==> config.mk <==
export PLATFORM = sky130hd
export DESIGN_NAME = alu_result_stage
export DESIGN_NICKNAME = d
export VERILOG_FILES = /design/src/rtl/alu_pkg.sv /design/src/rtl/alu_flag_gen.sv /design/src/rtl/alu_result_stage.sv
export SDC_FILE = /design/constraint.sdc
export NUM_CORES = 1
export LEC_CHECK = 0
export ABC_AREA = 1
export CAP_MARGIN = 20
export CORE_MARGIN = 2
export CORE_UTILIZATION = 47
export DETAILED_ROUTE_END_ITERATION = 8
export PLACE_DENSITY = 0.8
export SYNTH_ARGS = -nofsm -noshare
export SYNTH_HDL_FRONTEND = slang
export SYNTH_SLANG_ARGS = --single-unit
==> constraint.sdc <==
create_clock -name clk -period 2.1 [get_ports clk]
set_input_delay 0.42 -clock clk [delete_from_list [all_inputs] [get_ports clk]]
set_output_delay 0.42 -clock clk [all_outputs]
set_load 0.02 [all_outputs]
==> src/rtl/alu_pkg.sv <==
// Shared definitions for the ALU result path: opcodes and the result entry
// that carries a selected result together with its status flags.
package alu_pkg;

   localparam int ALU_DATA_W = 32;

   localparam logic [2:0] OP_AND  = 3'b000;
   localparam logic [2:0] OP_OR   = 3'b001;
   localparam logic [2:0] OP_XOR  = 3'b010;
   localparam logic [2:0] OP_ADD  = 3'b011;
   localparam logic [2:0] OP_XNOR = 3'b100;

   // One buffered ALU result: the value plus the flags derived from it.
   typedef struct packed {
      logic [ALU_DATA_W-1:0] result;
      logic                  zero;
      logic                  neg;
      logic                  carry;
      logic                  parity;
      logic                  err;
   } alu_entry_t;

endpackage

==> src/rtl/alu_flag_gen.sv <==
// Combinational result select and flag generation. It turns the raw unit
// outputs into one alu_entry_t, ready to be registered by any ALU stage.
module alu_flag_gen
   import alu_pkg::*;
#(
   parameter int DATA_W = ALU_DATA_W
) (
   input  logic [2:0]        i_op,
   input  logic [DATA_W-1:0] i_and_s,
   input  logic [DATA_W-1:0] i_or_s,
   input  logic [DATA_W-1:0] i_xor_s,
   input  logic [DATA_W-1:0] i_add_s,
   input  logic              i_add_c,
   output alu_entry_t        o_entry
);

   logic [DATA_W-1:0] w_result;
   logic              w_err;

   // Pick the unit result for the opcode; illegal opcodes give 0 and err.
   always_comb begin
      // NOTE: every output gets a default first, so no path can infer a latch.
      w_result = '0;
      w_err    = 1'b0;
      case (i_op)
         OP_AND:  w_result = i_and_s;
         OP_OR:   w_result = i_or_s;
         OP_XOR:  w_result = i_xor_s;
         OP_ADD:  w_result = i_add_s;
         OP_XNOR: w_result = ~i_xor_s;
         default: w_err    = 1'b1;
      endcase
   end

   assign o_entry.result = w_result;
   assign o_entry.zero   = ~|w_result;
   assign o_entry.neg    = w_result[DATA_W-1];
   assign o_entry.carry  = (i_op == OP_ADD) & i_add_c;
   assign o_entry.parity = ^w_result;
   assign o_entry.err    = w_err;

endmodule

==> src/rtl/alu_result_stage.sv <==
// Registered ALU output stage: selects a result, builds its flags, and holds
// it in a two-entry skid buffer (main + skid) behind a valid/ready handshake.
// A saturating counter tracks delivered results.
module alu_result_stage
   import alu_pkg::*;
#(
   parameter int DATA_W = ALU_DATA_W,
   parameter int CNT_W  = 16
) (
   input  logic              clk,
   input  logic              rst_n,
   input  logic              in_valid,
   output logic              in_ready,
   input  logic [2:0]        in_op,
   input  logic [DATA_W-1:0] and_s,
   input  logic [DATA_W-1:0] or_s,
   input  logic [DATA_W-1:0] xor_s,
   input  logic [DATA_W-1:0] add_s,
   input  logic              add_c,
   output logic              out_valid,
   input  logic              out_ready,
   output logic [DATA_W-1:0] out_result,
   output logic              out_zero,
   output logic              out_neg,
   output logic              out_carry,
   output logic              out_parity,
   output logic              out_err,
   input  logic              cnt_clr,
   output logic [CNT_W-1:0]  op_count
);

   alu_entry_t       w_entry;
   alu_entry_t       r_main;
   alu_entry_t       r_skid;
   logic             r_main_valid;
   logic             r_skid_valid;
   logic [CNT_W-1:0] r_count;
   logic             w_accept;
   logic             w_handshake;

   alu_flag_gen #(.DATA_W(DATA_W)) u_flag_gen (
      .i_op    (in_op),
      .i_and_s (and_s),
      .i_or_s  (or_s),
      .i_xor_s (xor_s),
      .i_add_s (add_s),
      .i_add_c (add_c),
      .o_entry (w_entry)
   );

   // in_ready comes straight from skid state, so out_ready never reaches it.
   assign in_ready    = ~r_skid_valid;
   assign w_accept    = in_valid & in_ready;
   assign w_handshake = r_main_valid & out_ready;

   // Move entries through main/skid in strict acceptance order.
   always_ff @(posedge clk or negedge rst_n) begin
      if (!rst_n) begin
         // NOTE: entry registers are reset too, since out_result and the
         // flags must read 0 straight out of reset.
         r_main       <= '0;
         r_skid       <= '0;
         r_main_valid <= 1'b0;
         r_skid_valid <= 1'b0;
      end else if (!r_main_valid || w_handshake) begin
         // Main is free this cycle: the older skid entry has priority.
         if (r_skid_valid) begin
            r_main       <= r_skid;
            r_main_valid <= 1'b1;
            r_skid_valid <= 1'b0;
         end else if (w_accept) begin
            r_main       <= w_entry;
            r_main_valid <= 1'b1;
         end else begin
            r_main_valid <= 1'b0;
         end
      end else if (w_accept) begin
         // Main is stalled: park the new entry in the skid slot.
         r_skid       <= w_entry;
         r_skid_valid <= 1'b1;
      end
   end

   // Count output handshakes, saturating; a clear wins over a handshake.
   always_ff @(posedge clk or negedge rst_n) begin
      if (!rst_n) begin
         r_count <= '0;
      end else if (cnt_clr) begin
         r_count <= '0;
      end else if (w_handshake && (r_count != {CNT_W{1'b1}})) begin
         r_count <= r_count + 1'b1;
      end
   end

   assign out_valid  = r_main_valid;
   assign out_result = r_main.result;
   assign out_zero   = r_main.zero;
   assign out_neg    = r_main.neg;
   assign out_carry  = r_main.carry;
   assign out_parity = r_main.parity;
   assign out_err    = r_main.err;
   assign op_count   = r_count;

endmodule

[After elaboration in Yosys (flattened, before gate mapping)]
Index checks and enable logic that the tools add are counted.
Word-level totals
  flip-flop bits (word level): 92
  memories: 0
  bits in read-only memories: 0
  input bits: 137
  output and inout bits: 55
  word-level logic and storage cells: 50
  bits in writable memories: 0
  latch bits: 0
Cells by class
  order comparisons: 0
  multipliers: 0
  div/mod/pow operators: 0
  multiplexer cells: 10
  bitwise gates (word level): 6
  shifts and indexed selects: 0
  reductions and logical operators: 13
  add/subtract/negate cells: 1
  eq/ne operators: 5
Operator list (number)
  $pmux W32 S5: 1
  $mux W37: 2
  $mux W16: 2
  $not A32 Y32: 1
  $reduce_or A32 Y1: 1
  $reduce_xor A32 Y1: 1
  $add A16 B1 Y16 const B: 1
  $ne A16 B16 Y1 const B: 1
  $eq A3 B2 Y1 const B: 2
  $reduce_bool A2 Y1: 3
  $mux W1: 5
  $reduce_or A5 Y1: 1
  $reduce_and A2 Y1: 2
  $and A1 B1 Y1: 3
  $eq A3 B1 Y1 const B: 1
  $eq A3 B3 Y1 const B: 1
  $logic_not A3 Y1: 1
  $logic_not A1 Y1: 2
  $not A1 Y1: 2
  $logic_and A1 B1 Y1: 1
  $logic_or A1 B1 Y1: 1

[Logic depth before layout (Yosys ltp)]
  depth after elaboration: 6
  mapped depth: 22
  mapped depth without buffers: 21

[By module]
A second synthesis with hierarchy kept.
Second synthesis, totals
  cell total of the unflattened synthesis: 913
  area, all modules: 6411.1 um^2
Modules (own cells, without submodules)
  alu_result_stage: instances 1, sequential area each 2302.2 um^2, area each 4135.2 um^2, cells each 436
  alu_flag_gen: instances 1, sequential area each 0.0 um^2, area each 2275.9 um^2, cells each 477

[Worst setup path before layout]
No wires, ideal clock.
  kind: input to register
  start point: input in_op[0]
  end point: register r_skid[1] (netlist name)
  arrival time: 2.060 ns
  setup time: 0.131 ns
  buffers on the path: 1
  stages on the path: 20
  path slack: -0.091 ns
  path through: nor2_2 nand2_1 inv_2 buf_2 nand2_1 nand2_1 nor2_1 nand2_1 inv_1 ha_1 nor2_1 nor2_1 nand2_1 nand2_1 nor2_1 nor2_1 nand2_1 nand2_1 nand2_1 o21ai_0
Between the ends
  word-level cells in the longest chain between the ends: 3
  elaborated cells on any way between the ends: 7
Ends and longest elaborated chain
  start: declaration: line alu_result_stage.sv:14  | input logic [2:0] in_op,
  $eq A3 B3 Y1, or another cell as far along: line alu_flag_gen.sv:25  | case (i_op)
  $pmux W32 S5 *: line alu_flag_gen.sv:25
  $reduce_xor A32 Y1 *: line alu_flag_gen.sv:39  | assign o_entry.parity = ^w_result;
  end signal: assignment: line alu_result_stage.sv:79  | r_skid <= w_entry;
  end: declaration: line alu_result_stage.sv:34  | alu_entry_t r_skid;
Every way passes the cells marked *; elsewhere a longest branch is shown, timed or not.
A chain may end at the register's enable or synchronous reset.

[Worst setup path in the final report]
  start point: input in_op[2]
  end point: register r_skid[1] (netlist name)
The elaborated chain is that of the path after synthesis.

==> impl_results.md <==
* Gpl congestion at 0.9136
* CTS tree: built
* Synth Flop Type: dfrtp_1
* Syn Area/Cell at 6.706 sq um
* Pwr Density at 672.3 nW/um^2
* Leading area contributor after synthesis: dfrtp_1
* Layout cells sized above 1 at 21.11%
* Static Leak at 4.360 nW
* Endpoints failing setup at 4
* Setup WS pre-CTS at -0.9489 ns
* Post-Synthesis Cell Area at 5908 sq um
* Sequential area share after synthesis at 38.12%
* Total grt overflow at 0
* Tot GR Track Use at 31.97%
* CP Capture Type: register
* CTS Root Cell: clkbuf_16
* CTS buffer count at 9
* Worst reg2reg endpoint: op_count[5]
* Crit path required time at 2.36 ns
* Critical path type: primary input to register
* Final HPWL DP at 14,530 um
* Fill count at 823
* Seq cells post-synth at 90
* Max Clk Rate at 409.4 MHz
* Final hold vios at 0
* Gate Count Post-Synth at 881
* Worst r2r src: op_count[1]
* Clock network fraction of total power at 24.8%
* Sink Count at 90
* Vias at 7,331
* Fin crit share at 116.3%
* Hold path start: r_skid[2]
* Clk slew on worst S/H paths at 0.06 ns
* Synth cell count leaders: 325 x nand2_1, 90 x dfrtp_1, 88 x nor2_1
* Final WS setup at -0.3427 ns
* DRT Pass-1 Iters at 7
* Setup slack, reg-to-reg at 0.40 ns
* Vert. Die Dim at 116.1 um
* Comb power frac at 40.8%
* Core ar. at 12,160 sq um
* Worst R2R Path Depth at 8
* Post-detailed-route wirelength per cell at 16.54 um
* Final Slew Violations at 0
* DR iter-0 viols at 892
* Post-Route WL at 22,150 um
* DRC viols at 0
* Hold_ws at 0.4823 ns
* Maxcap violations at 0
* Worst min-delay path endpoint: r_skid[2]
* Switch share at 34.89%
* Synth area leaders: dfrtp_1 38%, nand2_1 21%, a21oi_1 5.9%
* Library cells used by synthesis at 29
* EDFF count, synth at 0
* Ports at 192
* Clk Latency, worst-skew pair at 0.34 ns
* Sequential fraction of design power at 34.4%
* Sw power at 2.256 mW
* Leading cell type by number of instances after synthesis: nand2_1
* Worst hold path class: register to register
* Largest net degree at the start of global routing at 58
* Total Power at 6.466 mW
* Die ar. at 13,480 sq um
* Buffers on Ports at 191
* Failing checks: negative setup slack
* Number of global-route vias before repair at 6,905
* Layout Skew at 0.008833 ns
* Clock Tree Buf Depth at 2
* Warnings, synthesis at 0
* Actual slew at the worst max-slew pin at 0.5571 ns
* Worst-path fanout max at 7
* Final #Nets at 1,320
* RSZ-0062 raised after global routing: true
* Chip width at 116.1 um
* Status: finished, violations left
* First-pass GRT wire length at 33,570 um
* Startpoint Class: primary input
* Via density at 5.475
* Initial Utilization at 48.58%
* Tmin final at 2.443 ns
* Worst Hold Depth at 2
* Syn-to-layout area delta at 62.79%
* H-tree levels at 3
* Worst relative slew slack at 62.58%
* Post-Syn Nets at 1,035
* Site Rows at 40
* Int Pwr at 4.210 mW
* Final ANT Viol Nets at 0
* Yosys top cell area share at 38.12%
* Asr flop ratio synth at 100.0%
* Peak VDD IR at 0.0003933 V
* Initial antenna violation count at 1
* Crit path arrival time at 2.70 ns
[cells in the final DEF (no fill, tap or decap), drive strengths merged]
| cell type | instances |
|---|---|
| inv | 85 |
| a21oi | 70 |
| nand3 | 17 |
| dfrtp | 90 |
| nor3 | 11 |
| bufinv | 1 |
| nand4 | 24 |
| xor2 | 4 |
| o21ai | 85 |
| ha | 17 |
| diode | 1 |
| nor4 | 2 |
| clkdlybuf4s50 | 187 |
| buf | 126 |
| dlygate4sd3 | 1 |
| nand2 | 326 |
| nor2 | 94 |
| o211ai | 14 |
| clkbuf | 12 |
| clkinv | 4 |
[registers in the layout (all words and copies together) (netlist names)]
signal / cells
r_skid_valid: 1
out_valid: 1
out_err: 1
out_parity: 1
out_carry: 1
out_result: 32
r_skid: 36
op_count: 16
out_zero: 1
[logic make-up (layout without fill, tap and decap cells)]
kind of cell	after synthesis	after routing	synth area share [%]
compound gates	169	169	15.54
xor+xnor	4	4	0.5929
fa+ha+maj	17	17	3.600
buf+inv	127	416	9.022
flops	90	90	38.12
other cells	0	1	0
simple gates	474	474	33.12
[metrics by stage]
stage	cells	TNS, ns	util [%]	area [sq um]
finish	1339	-0.7434	79.08	9618
global route	1339	-1.097	79.08	9618
CTS	1325	-0.02452	76.72	9330
detailed placement	1278	-6.807	70.13	8529
global placement	1278	-4.931	70.13	8529
floorplan	881	-0.02318	-	5966
[worst max-delay path: stages]
cell,delay [ns]
buf_6,0.10
inv_4,0.05
nand3_2,0.10
clkinv_4,0.13
buf_4,0.17
buf_4,0.14
nand2_1,0.06
nand4_1,0.22
inv_2,0.15
ha_4,0.22
inv_2,0.07
nand2_1,0.06
nand2_2,0.08
nand2_2,0.06
nand2_2,0.09
nor2_1,0.06
nor2_1,0.13
nand2_1,0.11
nand2_1,0.11
nand2_1,0.07
o21ai_1,0.11
[metal layers]
metal | GRT usage, % | vias to the layer above | part of all wire [%]
li1 | - | 3401 | -
met1 | 40.70 | 3370 | 39
met2 | 54.39 | 481 | 49
met5 | 0 | - | 0
met3 | 5.449 | 79 | 9.0
met4 | 12.94 | 0 | 3.7
[how the worst max path moves through the flow]
stage               startpoint    endpoint  slack [ns]  cells past startpoint
floorplan             in_op[0]   r_skid[1]       -0.02                     18
global placement      in_op[0]    out_zero       -0.90                     14
detailed placement    in_op[0]  out_parity       -0.95                     22
CTS                   in_op[1]  out_parity       -0.01                     21
global route          in_op[0]   r_skid[1]       -0.42                     20
finish                in_op[2]   r_skid[1]       -0.34                     21
[power groups by stage]
stage               Combinational [mW]  Sequential [mW]  Clock, mW
detailed placement                2.23             2.23          0
floorplan                        0.989             2.39          0
CTS                               2.38             2.21       1.61
global placement                  2.19             2.23          0
global route                      2.84             2.25       1.68
finish                            2.64             2.22       1.61
[repair_timing]
action	CTS	global route
cloned	6	0
setup buffers	25	13
hold buffers	1	0
endpoints found under the setup margin	4	5
pin swaps	26	45
gates resized for setup	75	57
endpoints found under the hold margin	19	0
[cell type report]
cell class	instances	area, sq um	share of cell area [%]
tap	168	210.2	2.186
sequential	90	2252	23.42
timing repair buffer	314	3070	31.92
antenna	1	2.502	0.02602
inverter	87	351.6	3.656
clock inverter	3	40.04	0.4163
multi-input combinational	664	3445	35.81
clock buffer	12	246.5	2.563
Note: power is estimated with default switching activity, not from simulation.
